## src/rtl/dsp48a1_pkg.sv

```systemverilog
// Shared widths, OPMODE bit positions and X/Z operand mux encodings
// for the DSP48A1-style multiply/accumulate slice.
package dsp48a1_pkg;

  localparam int PRE_W  = 18;
  localparam int MULT_W = 36;
  localparam int POST_W = 48;

  localparam int OP_POST_SUB = 7;
  localparam int OP_PRE_SUB  = 6;
  localparam int OP_CARRY    = 5;
  localparam int OP_PRE_SEL  = 4;

  typedef enum logic [1:0] {
    X_ZERO = 2'd0,
    X_M    = 2'd1,
    X_P    = 2'd2,
    X_DAB  = 2'd3
  } x_sel_e;

  typedef enum logic [1:0] {
    Z_ZERO = 2'd0,
    Z_PCIN = 2'd1,
    Z_P    = 2'd2,
    Z_C    = 2'd3
  } z_sel_e;

endpackage

```

## src/rtl/dsp_reg_stage.sv

```systemverilog
// Optional pipeline register: clocked with CE and async active-high reset
// when REG is nonzero, otherwise a plain wire.
module dsp_reg_stage #(
  parameter int WIDTH = 18,
  parameter int REG   = 1
) (
  input  logic             clk,
  input  logic             rst,
  input  logic             ce,
  input  logic [WIDTH-1:0] d,
  output logic [WIDTH-1:0] q
);

  generate
    if (REG != 0) begin : g_reg
      always_ff @(posedge clk or posedge rst) begin
        if (rst) begin
          q <= '0;
        end else if (ce) begin
          q <= d;
        end
      end
    end else begin : g_bypass
      // Control inputs are meaningless in bypass; fold them so they read as used.
      logic unused_ctrl;
      assign unused_ctrl = &{1'b0, clk, rst, ce};
      assign q = d;
    end
  endgenerate

endmodule

```

## src/rtl/dsp48a1_slice.sv

```systemverilog
// Pipelined pre-add / multiply / post-add slice in the style of the Spartan-6
// DSP48A1, with BCOUT and PCOUT available for cascading.
module dsp48a1_slice
  import dsp48a1_pkg::*;
#(
  parameter int    A0REG       = 0,
  parameter int    A1REG       = 1,
  parameter int    B0REG       = 0,
  parameter int    B1REG       = 1,
  parameter int    CREG        = 1,
  parameter int    DREG        = 1,
  parameter int    MREG        = 1,
  parameter int    PREG        = 1,
  parameter int    CARRYINREG  = 1,
  parameter int    CARRYOUTREG = 1,
  parameter int    OPMODEREG   = 1,
  parameter string CARRYINSEL  = "OPMODE5",
  parameter string B_INPUT     = "DIRECT"
) (
  input  logic              CLK,
  input  logic              RSTA,
  input  logic              RSTB,
  input  logic              RSTC,
  input  logic              RSTD,
  input  logic              RSTM,
  input  logic              RSTP,
  input  logic              RSTOPMODE,
  input  logic              RSTCARRYIN,
  input  logic              CEA,
  input  logic              CEB,
  input  logic              CEC,
  input  logic              CED,
  input  logic              CEM,
  input  logic              CEP,
  input  logic              CEOPMODE,
  input  logic              CECARRYIN,
  input  logic [PRE_W-1:0]  A,
  input  logic [PRE_W-1:0]  B,
  input  logic [PRE_W-1:0]  D,
  input  logic [POST_W-1:0] C,
  input  logic [7:0]        OPMODE,
  input  logic [PRE_W-1:0]  BCIN,
  input  logic [POST_W-1:0] PCIN,
  input  logic              CARRYIN,
  output logic [PRE_W-1:0]  BCOUT,
  output logic [POST_W-1:0] PCOUT,
  output logic [POST_W-1:0] P,
  output logic [MULT_W-1:0] M,
  output logic              CARRYOUT,
  output logic              CARRYOUTF
);

  localparam bit USE_BCIN     = (B_INPUT == "CASCADE");
  localparam bit USE_CARRYPIN = (CARRYINSEL == "CARRYIN");

  logic [PRE_W-1:0]  a0_out, a1_out, b_src, b0_out, d_out;
  logic [PRE_W-1:0]  pre_result, b1_in, b1_out;
  logic [7:0]        opmode_out;
  logic [POST_W-1:0] c_out, x_mux, z_mux, p_out;
  logic [MULT_W-1:0] m_in, m_out;
  logic              cyi_in, cyi_out, co_out;
  logic [POST_W:0]   post_sum;
  x_sel_e            x_sel;
  z_sel_e            z_sel;

  assign b_src  = USE_BCIN ? BCIN : B;
  assign cyi_in = USE_CARRYPIN ? CARRYIN : opmode_out[OP_CARRY];

  dsp_reg_stage #(.WIDTH(PRE_W), .REG(A0REG)) u_a0 (
    .clk(CLK), .rst(RSTA), .ce(CEA), .d(A), .q(a0_out));
  dsp_reg_stage #(.WIDTH(PRE_W), .REG(A1REG)) u_a1 (
    .clk(CLK), .rst(RSTA), .ce(CEA), .d(a0_out), .q(a1_out));
  dsp_reg_stage #(.WIDTH(PRE_W), .REG(B0REG)) u_b0 (
    .clk(CLK), .rst(RSTB), .ce(CEB), .d(b_src), .q(b0_out));
  dsp_reg_stage #(.WIDTH(PRE_W), .REG(B1REG)) u_b1 (
    .clk(CLK), .rst(RSTB), .ce(CEB), .d(b1_in), .q(b1_out));
  dsp_reg_stage #(.WIDTH(PRE_W), .REG(DREG)) u_d (
    .clk(CLK), .rst(RSTD), .ce(CED), .d(D), .q(d_out));
  dsp_reg_stage #(.WIDTH(POST_W), .REG(CREG)) u_c (
    .clk(CLK), .rst(RSTC), .ce(CEC), .d(C), .q(c_out));
  dsp_reg_stage #(.WIDTH(8), .REG(OPMODEREG)) u_opmode (
    .clk(CLK), .rst(RSTOPMODE), .ce(CEOPMODE), .d(OPMODE), .q(opmode_out));
  dsp_reg_stage #(.WIDTH(MULT_W), .REG(MREG)) u_m (
    .clk(CLK), .rst(RSTM), .ce(CEM), .d(m_in), .q(m_out));
  dsp_reg_stage #(.WIDTH(1), .REG(CARRYINREG)) u_cyi (
    .clk(CLK), .rst(RSTCARRYIN), .ce(CECARRYIN), .d(cyi_in), .q(cyi_out));
  dsp_reg_stage #(.WIDTH(POST_W), .REG(PREG)) u_p (
    .clk(CLK), .rst(RSTP), .ce(CEP), .d(post_sum[POST_W-1:0]), .q(p_out));
  dsp_reg_stage #(.WIDTH(1), .REG(CARRYOUTREG)) u_cyo (
    .clk(CLK), .rst(RSTCARRYIN), .ce(CECARRYIN), .d(post_sum[POST_W]), .q(co_out));

  // Pre-adder wraps at 18 bits; OPMODE[4] chooses it over the raw B0 value.
  always_comb begin
    pre_result = opmode_out[OP_PRE_SUB] ? (d_out - b0_out) : (d_out + b0_out);
    b1_in      = opmode_out[OP_PRE_SEL] ? pre_result : b0_out;
    m_in       = MULT_W'(b1_out) * MULT_W'(a1_out);
  end

  assign x_sel = x_sel_e'(opmode_out[1:0]);
  assign z_sel = z_sel_e'(opmode_out[3:2]);

  always_comb begin
    x_mux = '0;
    case (x_sel)
      X_ZERO: x_mux = '0;
      X_M:    x_mux = POST_W'(m_out);
      X_P:    x_mux = p_out;
      X_DAB:  x_mux = {d_out[11:0], a1_out, b1_out};
      default: x_mux = '0;
    endcase
  end

  always_comb begin
    z_mux = '0;
    case (z_sel)
      Z_ZERO: z_mux = '0;
      Z_PCIN: z_mux = PCIN;
      Z_P:    z_mux = p_out;
      Z_C:    z_mux = c_out;
      default: z_mux = '0;
    endcase
  end

  // 49-bit post-adder: bit 48 is carry on add and borrow on subtract.
  always_comb begin
    if (opmode_out[OP_POST_SUB]) begin
      post_sum = {1'b0, z_mux} - ({1'b0, x_mux} + (POST_W+1)'(cyi_out));
    end else begin
      post_sum = {1'b0, z_mux} + {1'b0, x_mux} + (POST_W+1)'(cyi_out);
    end
  end

  assign BCOUT     = b1_out;
  assign M         = m_out;
  assign P         = p_out;
  assign PCOUT     = p_out;
  assign CARRYOUT  = co_out;
  assign CARRYOUTF = co_out;

endmodule

```

## config.mk

```make
export PLATFORM = sky130hd
export DESIGN_NAME = dsp48a1_slice
export DESIGN_NICKNAME = d
export VERILOG_FILES = /design/src/rtl/dsp48a1_pkg.sv /design/src/rtl/dsp_reg_stage.sv /design/src/rtl/dsp48a1_slice.sv
export SDC_FILE = /design/constraint.sdc
export NUM_CORES = 2
export LEC_CHECK = 0
export CAP_MARGIN = 20
export CORE_ASPECT_RATIO = 0.8
export CORE_MARGIN = 8
export CORE_UTILIZATION = 50
export DETAILED_ROUTE_END_ITERATION = 8
export PLACE_DENSITY = 0.73
export REMOVE_ABC_BUFFERS = 1
export SETUP_SLACK_MARGIN = 0.15
export SYNTH_ARGS = -nofsm -noshare
export SYNTH_HDL_FRONTEND = slang
export SYNTH_HIERARCHICAL = 1
export SYNTH_SLANG_ARGS = --single-unit
```

## constraint.sdc

```tcl
create_clock -name CLK -period 8.5 [get_ports CLK]
set_clock_uncertainty 0.05 [all_clocks]
set_input_delay 2.55 -clock CLK [delete_from_list [all_inputs] [get_ports CLK]]
set_output_delay 2.55 -clock CLK [all_outputs]
set_load 0.005 [all_outputs]
```

==> impl_metrics.tcl <==
set metrics [dict create \
    post-cts-setup-buffers 0 \
    max_slew.worst_pin.slew_ps 1103 \
    required_ps 8850 \
    post_synth_instance_area_sq_um 28830 \
    detailedRoute.firstPassIterationCount 6 \
    place.detailed.instances 4011 \
    cts-hold-fix-buffers 0 \
    worstHoldPathCells 1 \
    core.rowCount 78 \
    nets 3993 \
    placed_area_sq_um 32000 \
    grt_setup_unrepaired "no" \
    drive_above_1_share 0.1239 \
    detail_route.drc_violations 0 \
    total_half_perimeter_wirelength_after_legalization_and_detailed_placement_mm 67.70 \
    viasPerCell 5.652 \
    hold-worst-slack_ps 455.0 \
    antenna_cells 0 \
    route.detailed.wl_per_inst_microns 21.42 \
    final_cells 4044 \
    period_needed_ps 7710 \
    first_global_vias 23400 \
    postSynth.asyncResetShare 1.000 \
    final_antenna_net_count 0 \
    totalNegativeSetupSlack_ps 0 \
    ys.warnings.count 6 \
    netlist_cell_types 89 \
    die_h_microns 230.8 \
    synthesis.area_per_instance_sq_um 9.265 \
    globalRouteOverflowTotal 0 \
    synth_enable_flop_cells 0 \
    timing.fmax_mhz 129.7 \
    timing.critical_path.fanout_max 15 \
    finalWirelength_mm 86.62 \
    r2r_cells 23 \
    cts-htree-levels 4 \
    arrival_time_reported_for_the_critical_path_endpoint_ps 8060 \
    maximum_number_of_pins_on_one_net_before_global_route_repair 73 \
    most_frequently_used_flop_master_after_synthesis "sky130_fd_sc_hd__dfrtp_1" \
    relSlewSlack 0.2626 \
    place.gp.congestion 0.9396 \
    run_status "completed" \
    antenna_found_initial 1 \
    floorplan.io_pins 346 \
    finalSetupViolations 0 \
    capturing_element_type_of_the_critical_path "register" \
    dieArea_sq_um 65650 \
    routed-via-count 22860 \
    synth_sequential_area_ratio 0.1701 \
    fp.dieW_microns 284.5 \
    drt_iter0_drc 1891 \
    period_share 0.9071 \
    synthCells 3112 \
    clkSinkCount 196 \
    timing.critical_path.from_type "register" \
    clk_root_buffer_cell "sky130_fd_sc_hd__clkbuf_16" \
    tritoncts "built" \
    reg_clk_slew_reported_paths_ps 80 \
    core_sq_um 56900 \
    design_area_sq_um 32590 \
    grt_first_pass_wirelength_mm 135.4 \
    cts_repair_resize_count 0 \
    worstSkewPairLatency_ps 510 \
    start_util 0.5067 \
    grt.total_usage 0.2621 \
    areaGrowthSynthToFinish_pct 13.04 \
    maxCapViolCount 0 \
    worstHoldPathType "register to register" \
    buffer_ports.inserted 326 \
    synth-seq-cells 196 \
    final_hold_viol_count 0 \
    timing.final.max_slew_violations 0 \
    timing_worst_setup_path_type "register to register" \
    cts-root-to-sink-buffers 2 \
    number_of_buffers_added_by_the_clock_tree_synthesis_step 17 \
]
==> registers in the layout, summed over array words and instances, names as in the netlist <==
name        cells
u_a1/q         18
u_b1/q         18
u_c/q          48
u_cyi/q         1
u_cyo/q         1
u_d/q          18
u_m/q          36
u_opmode/q      8
u_p/q          48
==> final cells by class <==
type	instances	area, sq um
sequential	196	4911
inverter	445	1670
multi-input combinational	2242	20910
tap	760	950.9
clock buffer	18	439.2
fill	5136	24310
clock inverter	14	133.9
timing repair buffer	369	3578
==> through the flow <==
stage / worst slack [ps] / util
final: 789.5 / 0.5728
after global routing: 435.2 / 0.5728
after CTS: 930.0 / 0.5725
after detailed placement: 933.1 / 0.5625
after global placement: 967.9 / 0.5625
after floorplan: 1755 / -
==> layout by cell type, fill, tap and decap left out, types with 30 or more instances in the layout <==
cell type	instances
sky130_fd_sc_hd__xnor2_1	94
sky130_fd_sc_hd__buf_4	42
sky130_fd_sc_hd__a21oi_1	126
sky130_fd_sc_hd__and2_1	148
sky130_fd_sc_hd__nand2_1	291
sky130_fd_sc_hd__fa_1	261
sky130_fd_sc_hd__ha_1	267
sky130_fd_sc_hd__inv_1	442
sky130_fd_sc_hd__dfrtp_1	191
sky130_fd_sc_hd__o21ai_0	78
sky130_fd_sc_hd__a22o_1	64
sky130_fd_sc_hd__xor2_1	45
sky130_fd_sc_hd__mux2_2	182
sky130_fd_sc_hd__clkdlybuf4s50_1	323
sky130_fd_sc_hd__a21o_1	55
sky130_fd_sc_hd__nand3_1	32
sky130_fd_sc_hd__mux2_4	110
sky130_fd_sc_hd__nor2b_1	30
sky130_fd_sc_hd__nor2_1	119
==> cells by family (layout without fill, tap and decap cells) <==
| kind of cell | after synthesis | count (layout) | synth area share |
|---|---|---|---|
| AO/OA/AOI/OAI | 518 | 518 | 0.1239 |
| adder cells (fa/ha/maj) | 528 | 528 | 0.2971 |
| AND/OR/NAND/NOR | 738 | 738 | 0.1236 |
| flip-flops | 196 | 196 | 0.1701 |
| XOR/XNOR | 139 | 139 | 0.04223 |
| multiplexers | 319 | 319 | 0.1378 |
| buffers and inverters | 674 | 846 | 0.1052 |
==> path summary, 6_finish.rpt <==
kind,slack [ps],end,startpoint
min,450,u_c/q[9],u_c/q[9]
min in group asynchronous,2170,u_cyo/q,RSTCARRYIN
max,790,u_m/q[33],u_b1/q[7]
max reg2reg,790,u_m/q[33],u_b1/q[7]
min reg2reg,450,u_c/q[9],u_c/q[9]
max in group asynchronous,5290,u_c/q[46],RSTC
==> worst max-delay path: stages, from the launching register on <==
cell and delay, ps:
sky130_fd_sc_hd__dfrtp_1 700, sky130_fd_sc_hd__and2_1 350, sky130_fd_sc_hd__fa_1 530, sky130_fd_sc_hd__inv_1 50, sky130_fd_sc_hd__fa_1 450, sky130_fd_sc_hd__fa_1 500, sky130_fd_sc_hd__fa_1 550, sky130_fd_sc_hd__inv_1 50
sky130_fd_sc_hd__fa_1 480, sky130_fd_sc_hd__inv_1 50, sky130_fd_sc_hd__fa_1 470, sky130_fd_sc_hd__inv_1 40, sky130_fd_sc_hd__ha_1 330, sky130_fd_sc_hd__a21oi_1 280, sky130_fd_sc_hd__a21boi_0 130, sky130_fd_sc_hd__a41o_1 230
sky130_fd_sc_hd__a211o_1 310, sky130_fd_sc_hd__nand3_1 120, sky130_fd_sc_hd__a31oi_1 110, sky130_fd_sc_hd__o31ai_1 780, sky130_fd_sc_hd__o31ai_1 300, sky130_fd_sc_hd__o41ai_1 370, sky130_fd_sc_hd__xnor2_1 120, sky130_fd_sc_hd__mux2_4 260
==> Yosys cell counts (14+ instances only) <==
| master | count | share of area |
|---|---|---|
| sky130_fd_sc_hd__a211oi_1 | 19 | 0.0049 |
| sky130_fd_sc_hd__a21o_1 | 55 | 0.014 |
| sky130_fd_sc_hd__a21oi_1 | 126 | 0.022 |
| sky130_fd_sc_hd__a22o_1 | 64 | 0.019 |
| sky130_fd_sc_hd__a22oi_1 | 18 | 0.0047 |
| sky130_fd_sc_hd__a31oi_1 | 16 | 0.0035 |
| sky130_fd_sc_hd__and2_1 | 148 | 0.032 |
| sky130_fd_sc_hd__and3_1 | 17 | 0.0037 |
| sky130_fd_sc_hd__buf_4 | 85 | 0.022 |
| sky130_fd_sc_hd__clkbuf_1 | 112 | 0.015 |
| sky130_fd_sc_hd__dfrtp_1 | 196 | 0.17 |
| sky130_fd_sc_hd__fa_1 | 261 | 0.18 |
| sky130_fd_sc_hd__ha_1 | 267 | 0.12 |
| sky130_fd_sc_hd__inv_1 | 444 | 0.058 |
| sky130_fd_sc_hd__mux2_2 | 182 | 0.071 |
| sky130_fd_sc_hd__mux2_4 | 110 | 0.057 |
| sky130_fd_sc_hd__mux2i_1 | 25 | 0.0087 |
| sky130_fd_sc_hd__nand2_1 | 291 | 0.038 |
| sky130_fd_sc_hd__nand2b_1 | 21 | 0.0046 |
| sky130_fd_sc_hd__nand3_1 | 32 | 0.0056 |
| sky130_fd_sc_hd__nand4_1 | 14 | 0.0030 |
| sky130_fd_sc_hd__nor2_1 | 119 | 0.015 |
| sky130_fd_sc_hd__nor2b_1 | 32 | 0.0069 |
| sky130_fd_sc_hd__nor3_1 | 19 | 0.0033 |
| sky130_fd_sc_hd__o21a_1 | 15 | 0.0039 |
| sky130_fd_sc_hd__o21ai_0 | 78 | 0.014 |
| sky130_fd_sc_hd__o21ai_1 | 19 | 0.0033 |
| sky130_fd_sc_hd__o21bai_1 | 19 | 0.0049 |
| sky130_fd_sc_hd__xnor2_1 | 94 | 0.029 |
| sky130_fd_sc_hd__xor2_1 | 45 | 0.014 |
==> routing by layer <==
metal / routed length (microns) / GRT usage / up-vias
met4: 2153 / 0.07488 / 2
li1: - / - / 10530
met3: 9031 / 0.08158 / 120
met2: 36670 / 0.3919 / 979
met5: 13 / 0 / -
met1: 38750 / 0.3633 / 11230
Power is left out: the tool's default activity adds up to more than one toggle a clock period on the data nets, which glitch-free logic cannot reach.
